### config.mk
export PLATFORM = sky130hd
export DESIGN_NAME = prm_xyz_sweep_flat
export DESIGN_NICKNAME = d
export VERILOG_FILES = /design/src/rtl/prm_xyz_sweep_if.sv /design/src/rtl/prm_xyz_sweep.sv /design/src/flat_wrapper.sv
export SDC_FILE = /design/constraint.sdc
export NUM_CORES = 1
export LEC_CHECK = 0
export CORE_MARGIN = 2
export CORE_UTILIZATION = 43
export DETAILED_ROUTE_END_ITERATION = 10
export PLACE_DENSITY = 0.85
export SLEW_MARGIN = 20
export SYNTH_ARGS = -nofsm -noshare
export SYNTH_HDL_FRONTEND = slang
export SYNTH_SLANG_ARGS = --single-unit
### constraint.sdc
create_clock -name CLK -period 2 [get_ports CLK]
set_input_delay 0.4 -clock CLK [delete_from_list [all_inputs] [get_ports CLK]]
set_output_delay 0.4 -clock CLK [all_outputs]
set_load 0.02 [all_outputs]
### src/rtl/prm_xyz_sweep_if.sv
// Checker-side bus of the XYZ sweep engine.
//   sel1, sel2  : selectors latched at sweep start, driven to the checker
//   xyzInput    : point address {x,y,z}, x in the MSBs
//   result_imp  : checker result for the point issued LAT cycles earlier
// master = sweep engine, slave = checker.
interface prm_xyz_sweep_if #(
    parameter int XW = 4,
    parameter int YW = 5,
    parameter int ZW = 5
);
    localparam int AW = XW + YW + ZW;

    logic [2:0]    sel1;
    logic [7:0]    sel2;
    logic [AW-1:0] xyzInput;
    logic [31:0]   result_imp;

    modport master (output sel1, output sel2, output xyzInput, input result_imp);
    modport slave  (input sel1, input sel2, input xyzInput, output result_imp);
endinterface

### src/rtl/prm_xyz_sweep.sv
// Exhaustive XYZ point sweep: issues every address 0..N-1 (N = 2^(XW+YW+ZW))
// to an external checker, one per cycle, and collects statistics over the
// results that return LAT cycles later.
// Ports:
//   CLK, RST_n            clock, asynchronous active-low reset
//   start, abort          sweep request (IDLE only) / cancel (busy only)
//   sel1_cfg, sel2_cfg    selectors, latched on an accepted start
//   chk_bus (master)      sel1/sel2/xyzInput out, result_imp in
//   busy, done            high in ISSUE/DRAIN; one-cycle completion pulse
//   hit_cnt, first_hit,   number of nonzero results, lowest hitting address
//   first_hit_vld, acc_or and its valid flag, OR of all sampled results
module prm_xyz_sweep #(
    parameter int XW  = 4,
    parameter int YW  = 5,
    parameter int ZW  = 5,
    parameter int LAT = 2
) (
    input  logic                  CLK,
    input  logic                  RST_n,
    input  logic                  start,
    input  logic                  abort,
    input  logic [2:0]            sel1_cfg,
    input  logic [7:0]            sel2_cfg,
    prm_xyz_sweep_if.master       chk_bus,
    output logic                  busy,
    output logic                  done,
    output logic [XW+YW+ZW:0]     hit_cnt,
    output logic [XW+YW+ZW-1:0]   first_hit,
    output logic                  first_hit_vld,
    output logic [31:0]           acc_or
);
    localparam int AW = XW + YW + ZW;

    typedef enum logic [1:0] {IDLE, ISSUE, DRAIN, DONE} state_t;

    state_t        state_q, state_d;
    logic [AW-1:0] cnt_q, cnt_d;
    logic [3:0]    drain_q, drain_d;
    logic [LAT-1:0] vld_q;
    logic [AW-1:0] adr_q [LAT];
    logic [2:0]    sel1_q;
    logic [7:0]    sel2_q;
    logic [AW:0]   hit_q;
    logic [AW-1:0] fh_q;
    logic          fhv_q;
    logic [31:0]   acc_q;
    logic          start_acc;
    logic          abort_acc;
    logic          issue;
    logic          smp_vld;

    assign issue   = (state_q == ISSUE);
    assign smp_vld = vld_q[LAT-1];

    always_comb begin
        state_d   = state_q;
        cnt_d     = cnt_q;
        drain_d   = drain_q;
        start_acc = 1'b0;
        abort_acc = abort && (state_q == ISSUE || state_q == DRAIN);
        case (state_q)
            IDLE: begin
                if (start) begin
                    start_acc = 1'b1;
                    state_d   = ISSUE;
                    cnt_d     = '0;
                end
            end
            ISSUE: begin
                // Leave on the last address instead of wrapping the counter.
                if (cnt_q == '1) begin
                    state_d = DRAIN;
                    cnt_d   = '0;
                    drain_d = '0;
                end else begin
                    cnt_d = cnt_q + 1'b1;
                end
            end
            DRAIN: begin
                if (drain_q == 4'(LAT - 1)) begin
                    state_d = DONE;
                end else begin
                    drain_d = drain_q + 1'b1;
                end
            end
            DONE:    state_d = IDLE;
            default: state_d = IDLE;
        endcase
        // Abort overrides any ISSUE->DRAIN or DRAIN->DONE move in this cycle.
        if (abort_acc) begin
            state_d = IDLE;
            cnt_d   = '0;
            drain_d = '0;
        end
    end

    always_ff @(posedge CLK or negedge RST_n) begin
        if (!RST_n) begin
            state_q <= IDLE;
            cnt_q   <= '0;
            drain_q <= '0;
        end else begin
            state_q <= state_d;
            cnt_q   <= cnt_d;
            drain_q <= drain_d;
        end
    end

    // Address/valid delay line aligning each issued point with its result.
    always_ff @(posedge CLK or negedge RST_n) begin
        if (!RST_n) begin
            vld_q <= '0;
            for (int unsigned i = 0; i < LAT; i++) adr_q[i] <= '0;
        end else begin
            if (abort_acc) begin
                vld_q <= '0;
            end else begin
                vld_q[0] <= issue;
                for (int unsigned i = 1; i < LAT; i++) vld_q[i] <= vld_q[i-1];
            end
            adr_q[0] <= cnt_q;
            for (int unsigned i = 1; i < LAT; i++) adr_q[i] <= adr_q[i-1];
        end
    end

    always_ff @(posedge CLK or negedge RST_n) begin
        if (!RST_n) begin
            sel1_q <= '0;
            sel2_q <= '0;
            hit_q  <= '0;
            fh_q   <= '0;
            fhv_q  <= 1'b0;
            acc_q  <= '0;
        end else if (start_acc) begin
            sel1_q <= sel1_cfg;
            sel2_q <= sel2_cfg;
            hit_q  <= '0;
            fh_q   <= '0;
            fhv_q  <= 1'b0;
            acc_q  <= '0;
        end else if (smp_vld) begin
            acc_q <= acc_q | chk_bus.result_imp;
            if (chk_bus.result_imp != '0) begin
                hit_q <= hit_q + 1'b1;
                if (!fhv_q) begin
                    fh_q  <= adr_q[LAT-1];
                    fhv_q <= 1'b1;
                end
            end
        end
    end

    assign chk_bus.sel1     = sel1_q;
    assign chk_bus.sel2     = sel2_q;
    assign chk_bus.xyzInput = issue ? cnt_q : '0;
    assign busy             = (state_q == ISSUE) || (state_q == DRAIN);
    assign done             = (state_q == DONE);
    assign hit_cnt          = hit_q;
    assign first_hit        = fh_q;
    assign first_hit_vld    = fhv_q;
    assign acc_or           = acc_q;
endmodule

### src/flat_wrapper.sv
// flat-port wrapper written by rule: the top's interface ports become plain ports
module prm_xyz_sweep_flat 
#(
    parameter int XW  = 4,
    parameter int YW  = 5,
    parameter int ZW  = 5,
    parameter int LAT = 2
)
  (CLK, RST_n, start, abort, sel1_cfg, sel2_cfg, busy, done, hit_cnt, first_hit, first_hit_vld, acc_or, chk_bus_sel1, chk_bus_sel2, chk_bus_xyzInput, chk_bus_result_imp);
  prm_xyz_sweep_if #(.XW(XW), .YW(YW), .ZW(ZW)) chk_bus_i ();
  input  logic CLK;
  input  logic RST_n;
  input  logic start;
  input  logic abort;
  input  logic [2:0] sel1_cfg;
  input  logic [7:0] sel2_cfg;
  output logic busy;
  output logic done;
  output logic [XW+YW+ZW:0] hit_cnt;
  output logic [XW+YW+ZW-1:0] first_hit;
  output logic first_hit_vld;
  output logic [31:0] acc_or;
  output wire logic [$bits(chk_bus_i.sel1)-1:0] chk_bus_sel1;
  output wire logic [$bits(chk_bus_i.sel2)-1:0] chk_bus_sel2;
  output wire logic [$bits(chk_bus_i.xyzInput)-1:0] chk_bus_xyzInput;
  input wire logic [$bits(chk_bus_i.result_imp)-1:0] chk_bus_result_imp;
  assign chk_bus_sel1 = chk_bus_i.sel1;
  assign chk_bus_sel2 = chk_bus_i.sel2;
  assign chk_bus_xyzInput = chk_bus_i.xyzInput;
  assign chk_bus_i.result_imp = chk_bus_result_imp;
  prm_xyz_sweep #(.XW(XW), .YW(YW), .ZW(ZW), .LAT(LAT)) u_core (.CLK(CLK), .RST_n(RST_n), .start(start), .abort(abort), .sel1_cfg(sel1_cfg), .sel2_cfg(sel2_cfg), .chk_bus(chk_bus_i), .busy(busy), .done(done), .hit_cnt(hit_cnt), .first_hit(first_hit), .first_hit_vld(first_hit_vld), .acc_or(acc_or));
endmodule
==> flow_summary.ini <==
[logic_synthesis]
synth.lib_cells_used.distinct = 43
synth-edff-count = 0
syn-num-nets = 527
synth.cells.most_frequent = 123 x dfrtp_1, 56 x nand2_1, 49 x nor2_1
yosysMostFrequentCell = dfrtp_1
synth.ff_latch_count = 123
syn_area_um2 = 5000
ys_top_cells_by_area = dfrtp_1 62%, a21oi_1 4.3%, nand2_1 4.2%, nor2_1 3.7%, a22o_1 3.0%
post_synth.cell_area_avg_um2 = 10.6
synthesis.yosys.warnings = 0
synth_top_area_share_pct = 61.5
async_flop_share_pct = 100
synth_largest_area_cell = dfrtp_1
synth.yosys.seq_area_share_pct = 61.5
dominantRegCellSynth = dfrtp_1
synth_cells = 472

[detailed_routing]
drtIter0Drc = 274
wl_mm = 13.0
drt_pass_1_iters = 5
ant_nets = 0
drcViolationCount = 0
vias_per_cell = 5.37
num_vias = 4282
wl_per_cell_um = 16.3

[grt]
global_route.usage.total_pct = 21.5
grt_start_max_net_pins = 73
remaining_global_route_overflow = 0
first_pass_grt_wire_length_mm = 21.6
initial_antenna_violation_count = 0
via_count_of_the_first_global_routing_pass = 4408

[setup_path]
critical_path.max_fanout = 9
critPathArrivalTime_ps = 1550
worstPathRequired_ps = 1600
crit_path_start_kind = flip-flop
critical_path_buf_inv_count = 1
cpMaxStageDelayCell = clkdlybuf4s50_1
timing_worst_setup_path_type = reg2out
critical_path.endpoint_type = primary output
critPathMaxStageDelay_ps = 660
path_cells = clkdlybuf4s50_1
critical_path.startpoint = u_core.hit_cnt[7]
critPathTopFamily = buffers and inverters
critical_path.reg2reg.startpoint = u_core.state_q[0]

[min_path]
min-delay-path-class = reg2reg
timing.hold.worst.start = u_core.adr_q[24]

[placed_design]
postPlaceCellArea_um2 = 6770
gp_congestion = 0.926
place_hpwl_mm = 9.07
placed_cells_incl_taps = 764
pre_cts_setup_slack_ps = -277
portBuffers = 135

[floorplan]
num_rows = 39
initial_utilization_pct = 44.0
die_area_um2 = 12500
io_count = 136
fp.dieH_um = 112
floorplan.die.width_um = 112
design.core.area_um2 = 11400

[finish]
final_cell_area_um2 = 7290
filler_cell_count = 876
final_nets = 696
layout-drive-gt1-share_pct = 14.1
area_growth_syn_to_layout_pct = 45.8
layout.cells.non_filler = 797
antenna-diode-count = 0

[sta]
hold_viol_final = 0
clock_skew_ps = 8.53
report.final.slew_viol_count = 0
slew-limit-headroom_pct = 59.7
timing.final.ws_setup_ps = 48.8
grt_setup_unrepaired = yes
period_share_pct = 97.6
timing.fmax_mhz = 513
holdWs_ps = 344
tns_ps = 0
final-setup-viol-count = 0
worst_slew_pin_slew_ps = 599
final.min_clock_period_ps = 1950

[power]
peakVddDrop_mv = 0.776
combPwrFrac_pct = 36.8
share_clk_of_total_power_pct = 30.1
sequentialPowerShare_pct = 33.1
p_leak_nw = 3.36
total_switching_power_mw = 3.40
p_int_mw = 6.60
pwr_density_cell_nw_per_um2 = 1370
switching_share_pct = 34.0

[clocking]
tritoncts_clock_tree = done
path_clk_slew_ps = 50
tritoncts.num_buffers = 17
cts-root-buf = clkbuf_16
skew_pair_late_insertion_delay_ps = 400
cts_post_setup_buffers_inserted = 0
numClockSinks = 123
ctsLongestPathBuffers = 2
cts.htree.levels = 4

[run]
cap_viol_max_count = 0

[run_status]
run_status = finished, final reports clean
[layer usage]
metal | vias up | track usage [%] | routed length, um
met1 | 2083 | 25.6 | 5260
met3 | 26 | 5.77 | 724
li1 | 1993 | - | -
met5 | - | 0 | 0
met4 | 0 | 8.15 | 208
met2 | 180 | 37.5 | 6830
[layout make-up]
type,count,area [um^2],area share [%]
clock buffer,26,499,6.84
tap,143,179,2.45
inverter,12,45.0,0.617
clock inverter,6,85.1,1.17
multi-input combinational,316,1810,24.8
sequential,123,3080,42.2
timing repair buffer,171,1600,21.9
[timing repair]
| action | 4_1_cts | 5_1_grt |
|---|---|---|
| hold endpoints to repair | 23 | 0 |
| setup endpoints to repair | 19 | 7 |
| hold buffers | 1 | 0 |
| pin swaps | 0 | 0 |
| gates resized for setup | 57 | 5 |
[placed cells by master, fill, tap and decap left out, types with 3 or more instances in the layout]
cell	n
clkdlybuf4s50_1	118
a21oi_1	43
and2_1	18
buf_12	4
inv_1	10
ha_1	6
clkbuf_16	17
nor2_1	48
or3_1	5
o31ai_1	10
nand2b_1	3
buf_2	14
nor2b_1	4
nand2_1	54
xnor2_1	3
nor4_1	11
o21ai_0	27
clkbuf_1	5
clkbuf_8	4
buf_4	32
nor3_1	4
o41ai_1	3
a31oi_1	3
a22o_1	17
and3_1	4
dfrtp_1	123
nand3_1	16
o21ai_1	4
nand4_1	6
[metrics by stage]
stage	utilization, %	power [mW]
finish	64.2	10.0
global route	64.2	10.5
CTS	64.4	10.1
detailed placement	59.5	7.02
global placement	59.5	6.86
floorplan	-	5.28
[power by group through the flow]
| stage | registers, mW | clock network [mW] | logic [mW] |
|---|---|---|---|
| 3_5_place_dp | 3.34 | 0 | 3.68 |
| 6_report | 3.31 | 3.01 | 3.68 |
| 5_1_grt | 3.36 | 3.16 | 4.01 |
| 4_1_cts | 3.31 | 3.06 | 3.70 |
| 3_3_place_gp | 3.31 | 0 | 3.55 |
| 2_1_floorplan | 3.83 | 0 | 1.44 |
[state kept, by name (all words and copies together) (netlist names), 2 cells and up]
register,cells
u_core.acc_or,32
u_core.adr_q,28
u_core.hit_cnt,15
u_core.cnt_q,14
u_core.first_hit,14
u_core.chk_bus.sel2,8
u_core.drain_q,4
u_core.chk_bus.sel1,3
u_core.state_q,2
u_core.vld_q,2
[logic make-up (layout without fill, tap and decap cells)]
| kind of cell | count (synthesis) | after routing | synth area share (%) |
|---|---|---|---|
| AND/OR/NAND/NOR | 188 | 188 | 18.6 |
| buffers and inverters | 33 | 215 | 2.85 |
| adder cells (fa/ha/maj) | 8 | 8 | 2.00 |
| multiplexers | 2 | 2 | 0.400 |
| XOR/XNOR | 4 | 4 | 0.700 |
| flip-flops | 123 | 123 | 61.5 |
| AO/OA/AOI/OAI | 114 | 114 | 14.0 |
[worst paths after layout]
check	end	slack (ps)	cells past startpoint
min in group asynchronous	u_core.chk_bus.sel2[6]	440	2
max in group asynchronous	u_core.acc_or[31]	870	3
max reg2reg	u_core.cnt_q[9]	70	7
max	hit_cnt[7]	50	1
min reg2reg	u_core.adr_q[10]	340	0
min	u_core.adr_q[10]	340	0
Note: power is estimated with default switching activity, not from simulation.
